--- src/rtl/barrel_pipe.sv ---
// rtl/barrel_pipe.sv - two-stage valid/ready barrel shifter, rotator and bit reverser
// S1 registers the operand; the log2(WIDTH)-level shift network feeds the S2 result register.
module barrel_pipe #(
   parameter int WIDTH = 8,
   parameter int SHW   = $clog2(WIDTH)
) (
   input  logic             clk,
   input  logic             rst,
   input  logic             in_valid,
   output logic             in_ready,
   input  logic [WIDTH-1:0] in_data,
   input  logic [SHW-1:0]   in_amt,
   input  logic [2:0]       in_mode,
   output logic             out_valid,
   input  logic             out_ready,
   output logic [WIDTH-1:0] out_data,
   output logic             out_err
);

   localparam logic [2:0] M_SLL = 3'b000;
   localparam logic [2:0] M_SRL = 3'b001;
   localparam logic [2:0] M_SRA = 3'b010;
   localparam logic [2:0] M_ROR = 3'b100;
   localparam logic [2:0] M_REV = 3'b101;
   localparam logic [2:0] M_RRL = 3'b110;
   localparam logic [2:0] M_ILL = 3'b111;

   logic             s1_valid;
   logic [WIDTH-1:0] s1_data;
   logic [SHW-1:0]   s1_amt;
   logic [2:0]       s1_mode;

   logic             s1_load;
   logic             s2_load;
   logic [WIDTH-1:0] stage;
   logic [SHW-1:0]   amt_eff;
   logic             res_err;

   assign s2_load  = s1_valid && (!out_valid || out_ready);
   assign s1_load  = in_valid && (!s1_valid || s2_load);
   assign in_ready = !s1_valid || !out_valid || out_ready;

   // Both reversing modes start from the mirrored operand; mode 110 then rotates left.
   always_comb begin
      stage   = s1_data;
      amt_eff = s1_amt;
      res_err = (s1_mode == M_ILL);
      if (s1_mode == M_REV || s1_mode == M_RRL) begin
         for (int i = 0; i < WIDTH; i++) begin
            stage[i] = s1_data[WIDTH-1-i];
         end
      end
      if (s1_mode == M_REV || s1_mode == M_ILL) begin
         amt_eff = '0;
      end
      for (int k = 0; k < SHW; k++) begin
         if (amt_eff[k]) begin
            case (s1_mode)
               M_SLL:   stage = stage << (2**k);
               M_SRL:   stage = stage >> (2**k);
               M_SRA:   stage = $unsigned($signed(stage) >>> (2**k));
               M_ROR:   stage = (stage >> (2**k)) | (stage << (WIDTH - 2**k));
               default: stage = (stage << (2**k)) | (stage >> (WIDTH - 2**k));
            endcase
         end
      end
   end

   always_ff @(posedge clk) begin
      if (rst) begin
         s1_valid <= 1'b0;
         s1_data  <= '0;
         s1_amt   <= '0;
         s1_mode  <= '0;
      end else if (s1_load) begin
         s1_valid <= 1'b1;
         s1_data  <= in_data;
         s1_amt   <= in_amt;
         s1_mode  <= in_mode;
      end else if (s2_load) begin
         s1_valid <= 1'b0;
      end
   end

   always_ff @(posedge clk) begin
      if (rst) begin
         out_valid <= 1'b0;
         out_data  <= '0;
         out_err   <= 1'b0;
      end else if (s2_load) begin
         out_valid <= 1'b1;
         out_data  <= stage;
         out_err   <= res_err;
      end else if (out_ready) begin
         out_valid <= 1'b0;
      end
   end

endmodule

--- config.mk ---
export PLATFORM = sky130hd
export DESIGN_NAME = barrel_pipe
export DESIGN_NICKNAME = d
export VERILOG_FILES = /design/src/rtl/barrel_pipe.sv
export SDC_FILE = /design/constraint.sdc
export NUM_CORES = 1
export LEC_CHECK = 0
export ABC_AREA = 0
export BUFFER_PORTS_ARGS = -buffer_cell sky130_fd_sc_hd__buf_4
export CAP_MARGIN = 20
export CORE_ASPECT_RATIO = 0.5
export CORE_MARGIN = 1
export CORE_UTILIZATION = 53
export CTS_CLUSTER_SIZE = 25
export DETAILED_ROUTE_END_ITERATION = 12
export PLACE_DENSITY = 0.77
export SYNTH_ARGS = -nofsm -noshare
export SYNTH_HDL_FRONTEND = slang
export SYNTH_SLANG_ARGS = --single-unit
--- constraint.sdc ---
create_clock -name clk -period 1.85 [get_ports clk]
set_clock_uncertainty 0.05 [all_clocks]
set_input_delay 0.0925 -clock clk [delete_from_list [all_inputs] [get_ports clk]]
set_output_delay 0.0925 -clock clk [all_outputs]
set_load 0.02 [all_outputs]
==> metrics, run 1 <==
Die Y=48.0 um; crit path time final=2.15 ns; R2R setup slack=-0.30 ns; Vias=3193; IO Count=29; Syn Nets=348; async set or reset register ratio after synthesis=0; Total Wirelength=9.92 mm; placed cell count=457; max cap viols=0; CTS Sinks=25; pwr dens=502 mW/mm^2; gpl congestion=1.11; endpoints failing setup=8; final-report hold violation count=0; Placement Rows=16; worst reg2reg endpoint=out_data[2]; Tot GR Track Use=0.436; antenna cells=0; sequential-to-total area share from yosys stat=0.223; reg2reg start=s1_mode[2]; Routed Antenna Nets=0; fin nets=433; clk_lat worst skew=0.28 ns; fin. max-slew vios=0; Worst Hold Endpoint=s1_data[7]; Post-synth EDFFs=0; post-DP HPWL=6.88 mm; Bufs on Longest Clock Path=2; Req. time, crit path=2.00 ns; worst vdd ir=0.000537 V; initial DRC count=414; Hold Path Class=in -> reg; htree depth=1; fin area=0.00341 mm^2; DR pass1 iterations=6; number of global-route vias before repair=2690; die area=0.00451 mm^2; number of remaining DRC errors=0; critical path fanouts, max=6; count of warnings emitted by yosys=0; Final WS setup=-0.301 ns; Startpoint Class=flip-flop; Main synth FF type=dfxtp_1; largest net degree at the start of global routing=26; first-pass GRT wire length=14.2 mm; Max stage delay on crit path=0.38 ns; Num CTS Buffers=3; Hold Path Stages=3; Post-Layout Cell Count=468; slowest stage cell, crit path=dfxtp_4; Leak=0.00136 uW; CTS root buf=clkbuf_8; worst-path cell chain=buf_4 > inv_1 > a31oi_1 > o22ai_1 > nor3_2 > a32o_2 > or3_1 > a311oi_2; Die Width=94.0 um; Initial Util=0.563; Worst Reg2Reg Path Length in Cells=8; GR Overflow Total=0; RSZ-0062 raised after global routing=yes; crit end category=flip-flop; synthesized area=0.00224 mm^2; DP Area=0.00304 mm^2; Slew headroom=0.683; area delta synth->final=52.0%; worst hold start=in_data[7]; Slew @ Worst Pin=0.475 ns; share of cells above drive strength 1=0.399; core area=0.00398 mm^2; CTS clk-pin slew, worst paths=0.10 ns; period utilization=1.16; Syn Inst Count=330; CP arrival=2.30 ns; failing checks=setup timing; achievable frequency=465 MHz; critical path class=reg -> reg; synthesized flop and latch total=25; CTS tree=yes; initial antenna violation count=0; status=finished, violations left; synth unique cells=57; syn_area_per_cell=6.80 um^2; vias per cell=6.82; wire per inst=21.2 um; port buffer count=28
-- routing by layer --
| metal | GRT usage | up-vias | routed length [um] |
|---|---|---|---|
| met1 | 0.573 | 1405 | 3830 |
| met5 | 0 | - | 0 |
| met3 | 0.157 | 92 | 1640 |
| met2 | 0.655 | 321 | 3890 |
| met4 | 0.188 | 0 | 562 |
| li1 | - | 1375 | - |
-- synth_stat cells, types with 3 or more instances --
library cell	number	area share
nor2_1	27	0.045
and2_1	5	0.014
nor3b_1	3	0.010
inv_1	6	0.010
nor3_1	7	0.016
a21oi_1	31	0.069
mux2_2	3	0.015
nand3_1	5	0.011
o22ai_1	7	0.020
a21o_1	4	0.013
clkbuf_1	18	0.030
a211o_1	3	0.012
nor2b_1	8	0.022
mux2i_1	13	0.058
o21ai_0	20	0.045
a31oi_1	10	0.028
o221ai_1	3	0.012
a32oi_1	5	0.020
nand2_1	59	0.099
buf_2	8	0.018
o211ai_1	4	0.013
dfxtp_1	25	0.22
buf_1	5	0.0084
a221o_1	3	0.013
nand2b_1	8	0.022
-- cells in the final DEF (no fill, tap or decap), types with 7 or more instances in the layout --
master / Yosys / final
buf_4: 1 / 94
nand2_1: 59 / 54
a21oi_1: 31 / 28
nor2_1: 27 / 26
dfxtp_1: 25 / 20
o21ai_1: 1 / 13
mux2i_1: 13 / 12
buf_6: 0 / 12
a31oi_1: 10 / 8
nand2b_1: 8 / 7
-- power breakdown --
group	switching [uW]	leakage [uW]	internal, uW
Clock	195	0.0000217	153
Combinational	401	0.00113	346
Sequential	48.0	0.000209	567
Total	644	0.00136	1070
-- critical path: cells and delay by family (launching register included) --
kind                   cells  cell delay, ns
flip-flops                 1            0.38
AND/OR/NAND/NOR            2            0.43
AO/OA/AOI/OAI              4            0.87
buffers and inverters      2            0.33
-- registers in the layout, indices dropped and copies added, names as in the netlist --
name	cells
out_err	1
out_data	8
s1_data	8
s1_mode	3
s1_valid	1
out_valid	1
s1_amt	3
-- cell type report --
class                      instances  area, um^2
tap                               54        67.6
sequential                        25         517
clock inverter                     1        7.51
fill                             233         574
clock buffer                       3        41.3
inverter                           6        22.5
timing repair buffer             112         951
multi-input combinational        267        1800
-- metrics by stage --
stage	util	setup TNS [ns]	power, uW	setup slack (ns)	hold slack (ns)
after floorplan	-	-0.0747	947	-0.0403	0.160
after global placement	0.763	-2.01	1220	-0.309	0.273
after detailed placement	0.763	-2.07	1240	-0.294	0.292
after CTS	0.826	-1.22	1620	-0.215	0.00223
after global routing	0.856	-2.18	1770	-0.362	0.00804
final	0.856	-1.78	1710	-0.301	0.00178
-- what timing repair did --
action	4_1_cts	5_1_grt
setup endpoints to repair	8	10
hold buffers	1	0
resized for setup	53	25
setup buffers	5	2
pin swaps	29	22
hold endpoints to repair	1	0
-- logic make-up after synthesis --
| logic type | after synthesis | synth area share |
|---|---|---|
| simple gates | 133 | 0.272 |
| compound gates | 113 | 0.332 |
| buf+inv | 38 | 0.0697 |
| flops | 25 | 0.223 |
| mux | 17 | 0.0831 |
| xor+xnor | 3 | 0.0151 |
| fa+ha+maj | 1 | 0.00446 |
-- worst max path at each step --
stage | depth (start not counted) | to | slack (ns) | from
after floorplan | 7 | out_data[2] | -0.04 | s1_mode[0]
after global placement | 8 | out_data[3] | -0.31 | s1_mode[0]
after detailed placement | 8 | out_data[4] | -0.29 | s1_mode[2]
after CTS | 8 | out_data[2] | -0.21 | s1_mode[0]
after global routing | 8 | out_data[2] | -0.36 | s1_mode[2]
final | 8 | out_data[2] | -0.30 | s1_mode[2]
No activity file was read; power rests on OpenSTA's default activity.
==> run 2: changes to the inputs <==
--- a/config.mk
+++ b/config.mk
@@ -6,6 +6,7 @@
 export NUM_CORES = 1
 export LEC_CHECK = 0
 export ABC_AREA = 0
+export ABC_CLOCK_PERIOD_IN_PS = 1850
 export BUFFER_PORTS_ARGS = -buffer_cell sky130_fd_sc_hd__buf_4
 export CAP_MARGIN = 20
 export CORE_ASPECT_RATIO = 0.5
@@ -13,7 +14,7 @@
 export CORE_UTILIZATION = 53
 export CTS_CLUSTER_SIZE = 25
 export DETAILED_ROUTE_END_ITERATION = 12
-export PLACE_DENSITY = 0.77
+export PLACE_DENSITY = 0.81
 export SYNTH_ARGS = -nofsm -noshare
 export SYNTH_HDL_FRONTEND = slang
 export SYNTH_SLANG_ARGS = --single-unit
==> run 2 against run 1 <==
Effect of this change: largest cell class unchanged; critical path depth unchanged; non-clock buffer count down 3; sequential power about the same; clock-buffer cell count unchanged; flip-flop and latch count unchanged; the run still ends with setup timing left; combinational power down 11%; power down 4.3%; clock power up 1%; via count down 6.8%.
==> metrics, run 2 (synthesis gave the netlist of run 1 again) <==
status=finished, violations left; failing checks=setup timing; Placement Rows=16; Register Area=510 um^2; port buffer count=28; IO Count=29; vias per cell=6.40; Hold Slack=0.000833 ns; Final WS setup=-0.309 ns; antenna cells=0; Startpoint Class=flip-flop; fin nets=430; clk_lat worst skew=0.28 ns; period utilization=1.17; DR pass1 iterations=5; critical path fanouts, max=10; number of global-route vias before repair=2511; pwr dens=508 mW/mm^2; GR Overflow Total=0; final core utilization=0.809; commonest non-fill, non-tap cells in the layout=buf_4 (101), nand2_1 (57), a21oi_1 (30), nor2_1 (27), dfxtp_1 (21); Tot Pwr=1640 uW; wire per inst=19.2 um; Total Wirelength=8.91 mm; worst vdd ir=0.000684 V; multi-input logic area=0.00170 mm^2; max cap viols=0; die area=0.00451 mm^2; CP arrival=2.27 ns; Hold Path Class=in -> reg; number of remaining DRC errors=0; share of cells above drive strength 1=0.348; Leak=0.00132 uW; Vias=2977; fin. max-slew vios=0; Slew @ Worst Pin=0.721 ns; CTS clk-pin slew, worst paths=0.10 ns; Die Width=94.0 um; R2R setup slack=-0.31 ns; Req. time, crit path=1.97 ns; Initial Util=0.563; Slew headroom=0.519; Routed Antenna Nets=0; biggest regs=out_data (8), s1_data (8); Tot GR Track Use=0.399; largest net degree at the start of global routing=27; endpoints failing setup=8; CTS Sinks=25; first-pass GRT wire length=13.1 mm; fin area=0.00322 mm^2; htree depth=1; RSZ-0062 raised after global routing=yes; final-report hold violation count=0; CTS tree=yes; # fillers=281; post-DP HPWL=6.56 mm; achievable frequency=463 MHz; Die Y=48.0 um; critical path class=reg -> reg; initial DRC count=449; gpl congestion=1.08; core area=0.00398 mm^2; area delta synth->final=43.7%; Num CTS Buffers=3; initial antenna violation count=0; leading cell type in the layout, fill and taps excluded=buf_4; DP Area=0.00301 mm^2; Bufs on Longest Clock Path=2; crit end category=flip-flop; CTS root buf=clkbuf_8; crit path time final=2.16 ns
## run 2: where the power goes
group / internal (uW) / switching, uW
registers: 569 / 49.6
clock network: 158 / 195
logic: 310 / 355
total: 1040 / 599
## run 2: metal layers
| metal | wire (um) | GRT usage | part of all wire |
|---|---|---|---|
| met4 | 222 | 0.111 | 0.025 |
| met1 | 3900 | 0.578 | 0.44 |
| met5 | 0 | 0 | 0 |
| met2 | 3600 | 0.575 | 0.40 |
| met3 | 1190 | 0.111 | 0.13 |
## run 2: cell type report
cell class              instances  share of cell area
flip-flops and latches         25               0.158
clock buffers                   3              0.0128
clock inverters                 1             0.00272
repair buffers                109               0.271
well taps                      54              0.0210
multi-input cells             267               0.527
inverters                       6             0.00699
## run 2: what timing repair did
action	4_1_cts	5_1_grt
endpoints found under the hold margin	1	0
gates cloned	0	0
pin swaps	2	8
setup endpoints to repair	8	8
buffers inserted	2	1
gates resized for setup	17	18
hold buffers	1	0
## run 2: worst paths after layout
path / startpoint / to / cells past startpoint
worst max-delay path: s1_mode[0] / out_data[4] / 8
worst min-delay path: in_data[6] / s1_data[6] / 3
worst max register to register: s1_mode[0] / out_data[4] / 8
worst min register to register: out_err / out_err / 2
## run 2: worst max-delay path, stage by stage (launching register included)
cell and delay (ns):
dfxtp_4 0.42, or2_2 0.35, a21oi_2 0.18, buf_4 0.17, nand2b_1 0.07, a31oi_1 0.37, inv_1 0.08, a211oi_1 0.25
nor4_1 0.08
## run 2: stage by stage
step	setup WS, ns	instances	setup TNS [ns]
floorplan	-0.0403	330	-0.0747
global placement	-0.369	457	-2.08
detailed placement	-0.363	457	-2.04
CTS	-0.260	464	-1.71
global route	-0.390	465	-2.72
finish	-0.309	465	-2.13
==> run 3: changes to the inputs <==
==> config.mk (replaced) <==
export PLATFORM = sky130hd
export DESIGN_NAME = barrel_pipe
export DESIGN_NICKNAME = d
export VERILOG_FILES = /design/src/rtl/barrel_pipe.sv
export SDC_FILE = /design/constraint.sdc
export NUM_CORES = 1
export LEC_CHECK = 0
export ABC_AREA = 1
export ABC_CLOCK_PERIOD_IN_PS = 1850
export BUFFER_PORTS_ARGS = -buffer_cell sky130_fd_sc_hd__buf_4
export CAP_MARGIN = 20
export CORE_ASPECT_RATIO = 0.5
export CORE_MARGIN = 1
export CORE_UTILIZATION = 50
export CTS_CLUSTER_SIZE = 25
export DETAILED_ROUTE_END_ITERATION = 12
export GPL_TIMING_DRIVEN = 0
export PLACE_DENSITY = 0.79
export SYNTH_ARGS = -nofsm -noshare
export SYNTH_HDL_FRONTEND = slang
export SYNTH_SLANG_ARGS = --single-unit
==> run 3 against run 2 <==
Effect of this change: via count decreased by 33%; critical path depth up 6; combinational power decreased by 11%; the run still ends with setup timing left; final area shrank 30%; critical path type unchanged; clock-buffer cell count did not move.
==> metrics, run 3 <==
status=finished, violations left; failing checks=setup timing; crit end category=flip-flop; Total Wirelength=5.13 mm; Post-synth EDFFs=0; Tot GR Track Use=0.265; number of global-route vias before repair=1595; post-synth top area share=0.301; count of warnings emitted by yosys=0; port buffer count=27; RSZ-0062 raised after global routing=yes; critical path class=reg -> reg; largest net degree at the start of global routing=17; number of remaining DRC errors=0; worst vdd ir=0.000464 V; Num CTS Buffers=3; CTS tree=yes; Register Area=512 um^2; CP top delay family=simple AND/OR/NAND/NOR gates; Startpoint Class=flip-flop; die area=0.00357 mm^2; DR pass1 iterations=6; Slew @ Worst Pin=0.537 ns; Main synth FF type=dfxtp_1; period utilization=1.05; initial DRC count=272; synth top area cells=dfxtp_1 (30%), nand3_1 (15%), nand2_1 (12%); Placement Rows=14; Hold Slack=0.0113 ns; Initial Util=0.539; WP buf/inv=2; Post-synth top cells=nand2_1 (55), nand3_1 (50), dfxtp_1 (25), inv_1 (20), nor2_1 (19); sequential-to-total area share from yosys stat=0.301; Die Y=42.8 um; Post-Place Setup Slack=-0.230 ns; leading cell type in the layout, fill and taps excluded=nand2_1; top cell type by total area after synthesis=dfxtp_1; cts hold-fix bufs=0; GR Overflow Total=0; worst-path cell chain=inv_4 > nand3_4 > nand2_4 > buf_8 > nand2_2 > o21ai_2 > nand2_1 > nand3_2 > nand3_1 > nand3_1 > nand2_2 > a21oi_2 > nand2_1 > a21oi_2; Routed Antenna Nets=0; biggest regs=out_data (8), s1_data (8); Die Width=83.5 um; syn_area_per_cell=6.44 um^2; Bufs on Longest Clock Path=2; async set or reset register ratio after synthesis=0; Syn Nets=276; CTS clk-pin slew, worst paths=0.10 ns; Req. time, crit path=2.01 ns; count leader, synth=nand2_1; commonest non-fill, non-tap cells in the layout=nand2_1 (47), nand3_1 (42), buf_4 (38), dfxtp_1 (22); Hold Path Class=in -> reg; vias per cell=5.89; post-DP HPWL=3.45 mm; multi-input logic area=0.00117 mm^2; area delta synth->final=36.1%; endpoints failing setup=7; clk_lat worst skew=0.27 ns; final-report hold violation count=0; initial antenna violation count=0; Vias=2009; CP arrival=2.10 ns; IO Count=29; gpl congestion=0.923; max cap viols=0; core area=0.00308 mm^2; synthesized area=0.00166 mm^2; Slew headroom=0.642; htree depth=1; achievable frequency=516 MHz; CTS root buf=clkbuf_8; fin. max-slew vios=0; Max stage delay on crit path=0.39 ns; Leak=0.000995 uW; # fillers=222; fin nets=320; pwr dens=685 mW/mm^2; wire per inst=15.0 um; first-pass GRT wire length=7.53 mm; synthesized flop and latch total=25; Final WS setup=-0.0898 ns; crit path time final=1.94 ns; antenna cells=0; CTS Sinks=25; Syn Inst Count=258; share of cells above drive strength 1=0.355; synth unique cells=26; critical path fanouts, max=7; slowest stage cell, crit path=dfxtp_4
[run 3: cell types whose count changed after synthesis, moves of 9 or more]
cell      delta
clkbuf_1    -14
inv_1       +14
a31oi_1      -9
nand3_1     +45
nand2_2     +12
a21oi_1     -14
mux2i_1     -13
[run 3: kinds of logic after synthesis]
logic type | count (synthesis) | share of synthesized area
compound gates | 48 | 0.165
buf+inv | 32 | 0.0858
flops | 25 | 0.301
simple gates | 153 | 0.448
[run 3: worst min-delay path, delay by kind of cell]
family	cells	cell delay, ns
AOI/OAI and AO/OA	1	0.07
buffers and inverters	1	0.07
and+or+nand+nor	1	0.07
[run 3: layout make-up]
class / count / share of cell area
multi-input combinational: 201 / 0.517
timing repair buffer: 39 / 0.137
clock buffer: 3 / 0.0183
clock inverter: 1 / 0.00387
tap: 40 / 0.0221
sequential: 25 / 0.226
inverter: 24 / 0.0459
buffer: 8 / 0.0293
[run 3: power by group]
part / switching, uW / total [uW] / internal (uW)
registers: 37.0 / 613 / 576
logic: 358 / 589 / 231
clock network: 189 / 347 / 158
total: 584 / 1550 / 964
[run 3: path summary, 6_finish.rpt]
| kind | start | endpoint | slack [ns] | depth (start not counted) |
|---|---|---|---|---|
| setup / recovery | s1_mode[1] | out_data[5] | -0.09 | 14 |
| setup reg to reg | s1_mode[1] | out_data[5] | -0.09 | 14 |
| hold reg to reg | out_data[4] | out_data[4] | 0.44 | 2 |
| hold / removal | in_amt[0] | s1_amt[0] | 0.01 | 3 |
[run 3: metal layers]
metal  up-vias  part of all wire  track usage
li1        962                 -            -
met1       912              0.46        0.381
met2       113              0.44        0.415
met3        22             0.070       0.0564
met4         0             0.022       0.0407
met5         -                 0            0
[run 3: repair_timing]
item,in CTS,in global routing
cloned,0,1
resized for setup,21,31
pin swaps,1,10
endpoints found under the setup margin,8,8
setup buffers,1,10
[run 3: metrics by stage]
| step | util | cells | power (uW) | cell area [um^2] | setup TNS, ns |
|---|---|---|---|---|---|
| 6_report | 0.734 | 341 | 1550 | 2260 | -0.396 |
| 5_1_grt | 0.734 | 341 | 1630 | 2260 | -1.09 |
| 4_1_cts | 0.660 | 330 | 1450 | 2040 | 0 |
| 3_5_place_dp | 0.621 | 325 | 1080 | 1910 | -1.28 |
| 3_3_place_gp | 0.621 | 325 | 1070 | 1910 | -0.756 |
| 2_1_floorplan | - | 258 | 953 | 1660 | 0 |
